**src/rtl/pacman_map_pkg.sv**
```systemverilog
// Shared definitions for the maze map RAM and its access arbiter.
// Holds the coordinate and sprite widths, the sprite codes stored in the
// map, the internal counter widths, and the arbiter state type.
package pacman_map_pkg;

  localparam int MAP_W      = 5;
  localparam int DATA_W     = 3;
  localparam int WAIT_CNT_W = 4;  // holds MAX_WAIT up to 15
  localparam int LAT_CNT_W  = 2;  // holds READ_LATENCY-1 up to 2

  localparam logic [DATA_W-1:0] SPR_EMPTY  = 3'd0;
  localparam logic [DATA_W-1:0] SPR_WALL   = 3'd1;
  localparam logic [DATA_W-1:0] SPR_PELLET = 3'd2;
  localparam logic [DATA_W-1:0] SPR_POWER  = 3'd3;

  typedef enum logic [1:0] {
    IDLE  = 2'd0,
    ISSUE = 2'd1,
    WAIT  = 2'd2,
    ACK   = 2'd3
  } map_arb_state_t;

endpackage

```
**src/rtl/map_arb_pick.sv**
```systemverilog
// Combinational grant decision for the map access arbiter.
// Ports:
//   disp_req     display read request
//   game_req     game logic request
//   wait_cnt     display grants seen while game has been waiting
//   grant_valid  some requester is granted
//   grant_game   the grant goes to game logic (else display)
module map_arb_pick
  import pacman_map_pkg::*;
#(
  parameter int MAX_WAIT = 8
) (
  input  logic                  disp_req,
  input  logic                  game_req,
  input  logic [WAIT_CNT_W-1:0] wait_cnt,
  output logic                  grant_valid,
  output logic                  grant_game
);

  logic starved;

  // Display normally wins; once game has sat through MAX_WAIT display
  // grants it takes priority for one transaction.
  assign starved     = game_req && (wait_cnt == WAIT_CNT_W'(MAX_WAIT));
  assign grant_valid = disp_req || game_req;
  assign grant_game  = starved || (game_req && !disp_req);

endmodule

```
**src/rtl/map_access_arbiter.sv**
```systemverilog
// Single-port arbiter for the maze map RAM, shared between the display
// pipeline (reads) and game logic (reads and pellet writes). One
// transaction at a time: IDLE -> ISSUE -> WAIT (READ_LATENCY cycles) -> ACK.
// Ports:
//   clock_50, reset                   clock, async active-high reset
//   disp_req/x/y, disp_ack/rdata      display requester handshake
//   game_req/we/x/y/wdata, game_ack/rdata  game requester handshake
//   map_x/y, map_sprite_in, map_readwrite, map_sprite_out  map RAM side
//   busy                              not in IDLE
//   owner                             last granted requester (1 = game)
module map_access_arbiter #(
  parameter int MAP_W        = pacman_map_pkg::MAP_W,
  parameter int DATA_W       = pacman_map_pkg::DATA_W,
  parameter int READ_LATENCY = 1,
  parameter int MAX_WAIT     = 8
) (
  input  logic              clock_50,
  input  logic              reset,
  input  logic              disp_req,
  input  logic [MAP_W-1:0]  disp_x,
  input  logic [MAP_W-1:0]  disp_y,
  output logic              disp_ack,
  output logic [DATA_W-1:0] disp_rdata,
  input  logic              game_req,
  input  logic              game_we,
  input  logic [MAP_W-1:0]  game_x,
  input  logic [MAP_W-1:0]  game_y,
  input  logic [DATA_W-1:0] game_wdata,
  output logic              game_ack,
  output logic [DATA_W-1:0] game_rdata,
  output logic [MAP_W-1:0]  map_x,
  output logic [MAP_W-1:0]  map_y,
  output logic [DATA_W-1:0] map_sprite_in,
  output logic              map_readwrite,
  input  logic [DATA_W-1:0] map_sprite_out,
  output logic              busy,
  output logic              owner
);

  import pacman_map_pkg::*;

  map_arb_state_t        state_q, state_d;
  logic [WAIT_CNT_W-1:0] wait_cnt_q, wait_cnt_d;
  logic [LAT_CNT_W-1:0]  lat_cnt_q, lat_cnt_d;
  logic [MAP_W-1:0]      map_x_q, map_x_d;
  logic [MAP_W-1:0]      map_y_q, map_y_d;
  logic [DATA_W-1:0]     wdata_q, wdata_d;
  logic [DATA_W-1:0]     disp_rdata_q, disp_rdata_d;
  logic [DATA_W-1:0]     game_rdata_q, game_rdata_d;
  logic                  we_q, we_d;
  logic                  owner_q, owner_d;
  logic                  grant_valid, grant_game;

  map_arb_pick #(.MAX_WAIT(MAX_WAIT)) u_pick (
    .disp_req   (disp_req),
    .game_req   (game_req),
    .wait_cnt   (wait_cnt_q),
    .grant_valid(grant_valid),
    .grant_game (grant_game)
  );

  always_comb begin
    state_d      = state_q;
    lat_cnt_d    = lat_cnt_q;
    map_x_d      = map_x_q;
    map_y_d      = map_y_q;
    wdata_d      = wdata_q;
    we_d         = we_q;
    owner_d      = owner_q;
    disp_rdata_d = disp_rdata_q;
    game_rdata_d = game_rdata_q;

    case (state_q)
      IDLE: begin
        if (grant_valid) begin
          state_d = ISSUE;
          owner_d = grant_game;
          if (grant_game) begin
            map_x_d = game_x;
            map_y_d = game_y;
            wdata_d = game_wdata;
            we_d    = game_we;
          end else begin
            map_x_d = disp_x;
            map_y_d = disp_y;
          end
        end
      end
      ISSUE: begin
        state_d   = WAIT;
        lat_cnt_d = LAT_CNT_W'(READ_LATENCY - 1);
      end
      WAIT: begin
        if (lat_cnt_q == '0) begin
          state_d = ACK;
          // Writes leave the owner's read data untouched.
          if (!(owner_q && we_q)) begin
            if (owner_q) game_rdata_d = map_sprite_out;
            else         disp_rdata_d = map_sprite_out;
          end
        end else begin
          lat_cnt_d = lat_cnt_q - 1'b1;
        end
      end
      ACK:     state_d = IDLE;
      default: state_d = IDLE;
    endcase
  end

  // Starvation count only moves on IDLE grants, and forgets everything
  // the moment game logic stops asking.
  always_comb begin
    wait_cnt_d = wait_cnt_q;
    if (!game_req) begin
      wait_cnt_d = '0;
    end else if (state_q == IDLE && grant_valid) begin
      if (grant_game)
        wait_cnt_d = '0;
      else if (wait_cnt_q != WAIT_CNT_W'(MAX_WAIT))
        wait_cnt_d = wait_cnt_q + 1'b1;
    end
  end

  always_ff @(posedge clock_50 or posedge reset) begin
    if (reset) begin
      state_q      <= IDLE;
      wait_cnt_q   <= '0;
      lat_cnt_q    <= '0;
      map_x_q      <= '0;
      map_y_q      <= '0;
      wdata_q      <= '0;
      we_q         <= 1'b0;
      owner_q      <= 1'b0;
      disp_rdata_q <= '0;
      game_rdata_q <= '0;
    end else begin
      state_q      <= state_d;
      wait_cnt_q   <= wait_cnt_d;
      lat_cnt_q    <= lat_cnt_d;
      map_x_q      <= map_x_d;
      map_y_q      <= map_y_d;
      wdata_q      <= wdata_d;
      we_q         <= we_d;
      owner_q      <= owner_d;
      disp_rdata_q <= disp_rdata_d;
      game_rdata_q <= game_rdata_d;
    end
  end

  // Decoded straight from state so reset silences them without a clock.
  assign map_readwrite = (state_q == ISSUE) && owner_q && we_q;
  assign busy          = (state_q != IDLE);
  assign disp_ack      = (state_q == ACK) && !owner_q;
  assign game_ack      = (state_q == ACK) && owner_q;

  assign map_x         = map_x_q;
  assign map_y         = map_y_q;
  assign map_sprite_in = wdata_q;
  assign owner         = owner_q;
  assign disp_rdata    = disp_rdata_q;
  assign game_rdata    = game_rdata_q;

endmodule

```
**config.mk**
```make
export PLATFORM = sky130hd
export DESIGN_NAME = map_access_arbiter
export DESIGN_NICKNAME = d
export VERILOG_FILES = /design/src/rtl/pacman_map_pkg.sv /design/src/rtl/map_arb_pick.sv /design/src/rtl/map_access_arbiter.sv
export SDC_FILE = /design/constraint.sdc
export NUM_CORES = 1
export LEC_CHECK = 0
export ABC_AREA = 1
export CORE_MARGIN = 2
export CORE_UTILIZATION = 40
export DETAILED_ROUTE_END_ITERATION = 12
export PLACE_DENSITY = 0.85
export SLEW_MARGIN = 20
export SYNTH_ARGS = -nofsm -noshare
export SYNTH_HDL_FRONTEND = slang
export SYNTH_HIERARCHICAL = 1
export SYNTH_SLANG_ARGS = --single-unit
```
**constraint.sdc**
```tcl
create_clock -name clock_50 -period 1.9 [get_ports clock_50]
set_clock_uncertainty 0.1 [all_clocks]
set_input_delay 0.475 -clock clock_50 [delete_from_list [all_inputs] [get_ports clock_50]]
set_output_delay 0.475 -clock clock_50 [all_outputs]
set_load 0.02 [all_outputs]
```
; ---- After elaboration in Yosys (flattened, before gate mapping)
; Index checks and enable logic that the tools add are counted.
[word_totals]
register_bits = 29
word_cells = 58
out_inout_bits = 24
inputBits = 31
[op_classes]
n_reduce_logical = 23
bitwise_logic = 2
add_sub_neg = 2
mux = 11
eq_ne = 10
[op_table]
columns = op, count
row1 = $mux 4, 4
row2 = $mux 5, 2
row3 = $logic_and 1x1->1, 8
row4 = $pmux 2 s4, 1
row5 = $reduce_and 2->1, 4
row6 = $reduce_and 4->1, 2
row7 = $mux 2, 3
row8 = $ne 2x2->1 const B, 3
row9 = $add 4x1->4 const B, 1
row10 = $eq 2x2->1 const B, 2
row11 = $eq 4x4->1 const B, 1
row12 = $logic_not 2->1, 2
row13 = $ne 4x4->1 const B, 1
row14 = $pmux 2 s2, 1
row15 = $reduce_bool 2->1, 2
row16 = $ne 3x1->1 const B, 1
row17 = $reduce_and 3->1, 1
row18 = $eq 2x1->1 const B, 1
row19 = $logic_not 1->1, 2
row20 = $logic_or 1x1->1, 2
row21 = $ne 2x1->1 const B, 1
row22 = $not 1->1, 2
row23 = $sub 2x1->2 const B, 1

; ---- Depth between registers and ports, before layout
; Gate-level depths: netlist (run 1).
[logic_depth]
ltp_word = 6
mapped_depth = 10
depth_no_buf = 9

; ---- Modules after synthesis
; The synthesis (run 1) kept the hierarchy.
[by_module_without_submodules]
columns = mod, n_inst, seq_area_each_um2, area_each_um2, cells_per_inst
row1 = map_access_arbiter, 1, 725.7, 1495.2, 174
row2 = map_arb_pick, 1, 0.0, 33.8, 8

; ---- Worst setup path before layout (run 1)
; No wires, ideal clock.
[synth_path]
path_kind = register to output
start = reg state_q[1]
end = out map_readwrite
stages_incl_launch_ff = 5
required_ns = 1.325
path_buffers = 0
slack_ns = 0.161
arrival_ns = 1.164
cell_sequence = dfrtp_1 > inv_1 > ha_1 > inv_1 > nor3_1
[synth_via]
elab_chain_cells = 3
[synth_rtl]
columns = element, line_no
row1 = from (decl), map_access_arbiter.sv:42  ; map_arb_state_t state_q, state_d;
row2 = from (signal assigned), map_access_arbiter.sv:137  ; state_q <= state_d;
row3 = $eq 2x1->1, map_access_arbiter.sv:151  ; assign map_readwrite = (state_q == ISSUE) && owner_q && we_q;
row4 = $logic_and 1x1->1 (2 in a row), map_access_arbiter.sv:151
row5 = to (decl), map_access_arbiter.sv:34  ; output logic map_readwrite,
; No other way between the ends.

; ---- Final worst setup path (run 1)
[layout_path]
start = reg map_y_q[4] (netlist: map_y[4])
end = out map_y[4]
[layout_rtl]
columns = element, line_no
row1 = from (decl), map_access_arbiter.sv:46  ; logic [MAP_W-1:0] map_y_q, map_y_d;
row2 = from (signal assigned), map_access_arbiter.sv:141  ; map_y_q <= map_y_d;
row3 = to (decl), map_access_arbiter.sv:32  ; output logic [MAP_W-1:0] map_y,
; No word-level cell between the ends.

==> results of run 1 <==
metal layers:
metal,share of wire,vias up
li1,-,716
met2,0.53,41
met4,0.011,0
met3,0.067,5
met5,0,-
met1,0.39,646
logic make-up after synthesis:
family | Yosys count | share of synthesized area
AO/OA/AOI/OAI | 37 | 0.144
AND/OR/NAND/NOR | 77 | 0.221
adder cells (fa/ha/maj) | 8 | 0.0655
buffers and inverters | 31 | 0.0949
flip-flops | 29 | 0.475
cells in the mapped netlist:
cell,instances,area share
a21oi_1,17,0.056
a21oi_2,6,0.034
buf_4,1,0.0049
buf_6,3,0.022
dfrtp_1,29,0.47
ha_1,8,0.065
inv_1,25,0.061
inv_2,1,0.0025
inv_4,1,0.0041
nand2_1,38,0.093
nand2_2,3,0.012
nand3_1,12,0.039
nand3_2,2,0.013
nand4_1,1,0.0041
nor2_1,18,0.044
nor2_4,1,0.0074
nor3_1,1,0.0033
o21ai_0,10,0.033
o21ai_2,3,0.017
o22ai_1,1,0.0041
or2_1,1,0.0041
through the flow:
stage	utilization	setup slack, ns	TNS, ns	power, mW	hold WS, ns
6_report	0.620	0.0796	0	3.18	0.383
5_1_grt	0.620	0.00468	0	3.41	0.404
4_1_cts	0.619	0.0550	0	3.20	0.389
3_5_place_dp	0.597	-0.100	-1.40	2.67	0.374
3_3_place_gp	0.597	-0.0859	-0.922	2.63	0.366
2_1_floorplan	-	0.161	0	1.91	0.393
state kept, by name, indices dropped and copies added, names as in the netlist:
signal	count
disp_rdata	3
game_rdata	3
lat_cnt_q	2
map_sprite_in	3
map_x	5
map_y	5
owner	1
state_q	2
wait_cnt_q	4
we_q	1
what timing repair did:
action / 4_1_cts / 5_1_grt
setup endpoints to repair: 5 / 1
resized for setup: 18 / 1
hold buffers: 0 / 0
gates cloned: 0 / 0
area by class of cell:
| type | count | share of cell area |
|---|---|---|
| Tap cell | 48 | 0.0264 |
| Sequential cell | 29 | 0.320 |
| Multi-Input combinational cell | 122 | 0.292 |
| Timing Repair Buffer | 67 | 0.272 |
| Clock inverter | 1 | 0.00220 |
| Inverter | 27 | 0.0457 |
| Clock buffer | 7 | 0.0424 |
worst paths after layout:
path	startpoint	slack (ns)	to
min reg2reg	map_sprite_in[0]	0.38	map_sprite_in[0]
min in group asynchronous	reset	0.46	wait_cnt_q[1]
max reg2reg	wait_cnt_q[2]	0.34	map_x[2]
max in group asynchronous	reset	0.97	game_rdata[0]
max	map_y[4]	0.08	map_y[4]
min	map_sprite_in[0]	0.38	map_sprite_in[0]
report_power, final:
part	switching [mW]	internal, mW	leakage (nW)
clock	0.232	0.327	0.0542
combinational	0.865	0.742	0.679
sequential	0.140	0.869	0.350
total	1.24	1.94	1.08
==> metrics.md, run 1 <==
| Metric | Value |
|---|---|
| Crit. path cell count | 1 |
| Gate Count Post-Synth | 182 |
| Placed Cells | 293 |
| Drc violations | 0 |
| Finish-stage setup viols | 0 |
| Hold depth | 2 |
| Initial antenna violation count | 0 |
| Via density | 4.68 |
| Register area | 726 um2 |
| Clock latency on the worst-skew pair | 0.28 ns |
| Ports | 55 |
| Slowest-stage cell, CP | clkdlybuf4s50_1 |
| Max cap viols | 0 |
| Setup Buffers After CTS | 0 |
| Slew Viols, Final | 0 |
| Final period util | 0.958 |
| IO buf count | 54 |
| Post-layout min period | 1.82 ns |
| Row count | 22 |
| Gr busiest metal | met2 |
| Die Wd | 65.8 um |
| Hpwl dp | 2.54 mm |
| First-pass GRT wire length | 5.73 mm |
| Pin count of the biggest net entering global routing | 30 |
| # fillers | 336 |
| Most frequent cells in the layout | 49 x clkdlybuf4s50_1, 38 x nand2_1, 29 x dfrtp_1 |
| Unique masters post-synth | 21 |
| Peak VDD IR | 0.707 mV |
| Largest delay contributor family on the critical path | buffers and inverters |
| Worst Tran Pin Value | 0.366 ns |
| Iter 0 DRT Violations | 46 |
| Fmax | 549 MHz |
| Number of hold violations in the final report | 0 |
| Routability cong. | 0.794 |
| Most common cell after layout, fill and taps aside | clkdlybuf4s50_1 |
| DRT Pass-1 Iters | 4 |
| Total CTS buffers | 5 |
| Worst rel slew slack | 0.756 |
| WP data arrival | 1.25 ns |
| M3 GR Usage | 0.0596 |
| Worst path bufs/invs | 1 |
| Avg WL per Cell | 11.0 um |
| Run status | complete, no violations |
| HP Class | flop to flop |
| Placed cell area | 0.00219 mm2 |
| Slowest stage delay, CP | 0.61 ns |
| Met1 Use GR | 0.190 |
| Register-to-Register Path Depth | 7 |
| Synth Net Count | 221 |
| WP data required | 1.32 ns |
| Cell Area, Synth | 0.00153 mm2 |
| CP Capture Type | primary output |
| Non-Filler Instances | 301 |
| Share of cells above drive strength 1 | 0.170 |
| Design area | 0.00227 mm2 |
| Met2 usage | 0.307 |
| Nets@finish | 291 |
| Seq/Total Area, Yosys | 0.475 |
| Worst setup SP type | flop |
| TritonCTS sink count | 29 |
| Syn-to-layout area delta | 48.5% |
| GR Overflow Total | 0 |
| RSZ-0062 raised after global routing | false |
| Synthesized flop and latch total | 29 |
| CTS tree | built |
| Antenna diodes | 0 |
| Total GRT Usage | 0.173 |
| Initial Util | 0.418 |
| CORE AREA | 0.00366 mm2 |
| Die ar. | 0.00433 mm2 |
| Crit-path max FO | 2 |
| Synth warn | 6 |
| Routed Antenna Nets | 0 |
| Final WL | 3.32 mm |
| Clock Root Buffer | clkbuf_8 |
| Crit-path cells | clkdlybuf4s50_1 |
| Maximum clock path buffer count | 2 |
| Chip Height | 65.8 um |
| Leakage | 1.08 nW |
| DR vias | 1408 |
| Area of the multi-input gates | 663 um2 |
| H-tree Lvls | 2 |
| Crit Path Category | flop to primary output |
| Mean post-synth cell area | 8.40 um2 |
| PwrDens | 1400 mW/mm2 |
| Worst-path clk slew | 0.06 ns |
| Vias in the first global route | 1369 |
No activity file was read; power rests on OpenSTA's default activity.
==> inputs of run 2 (changes only) <==
SLEW_MARGIN = default   (was 20)
==> results of run 2 <==
The final DEF is identical to that of run 1; final timing and power are the same.
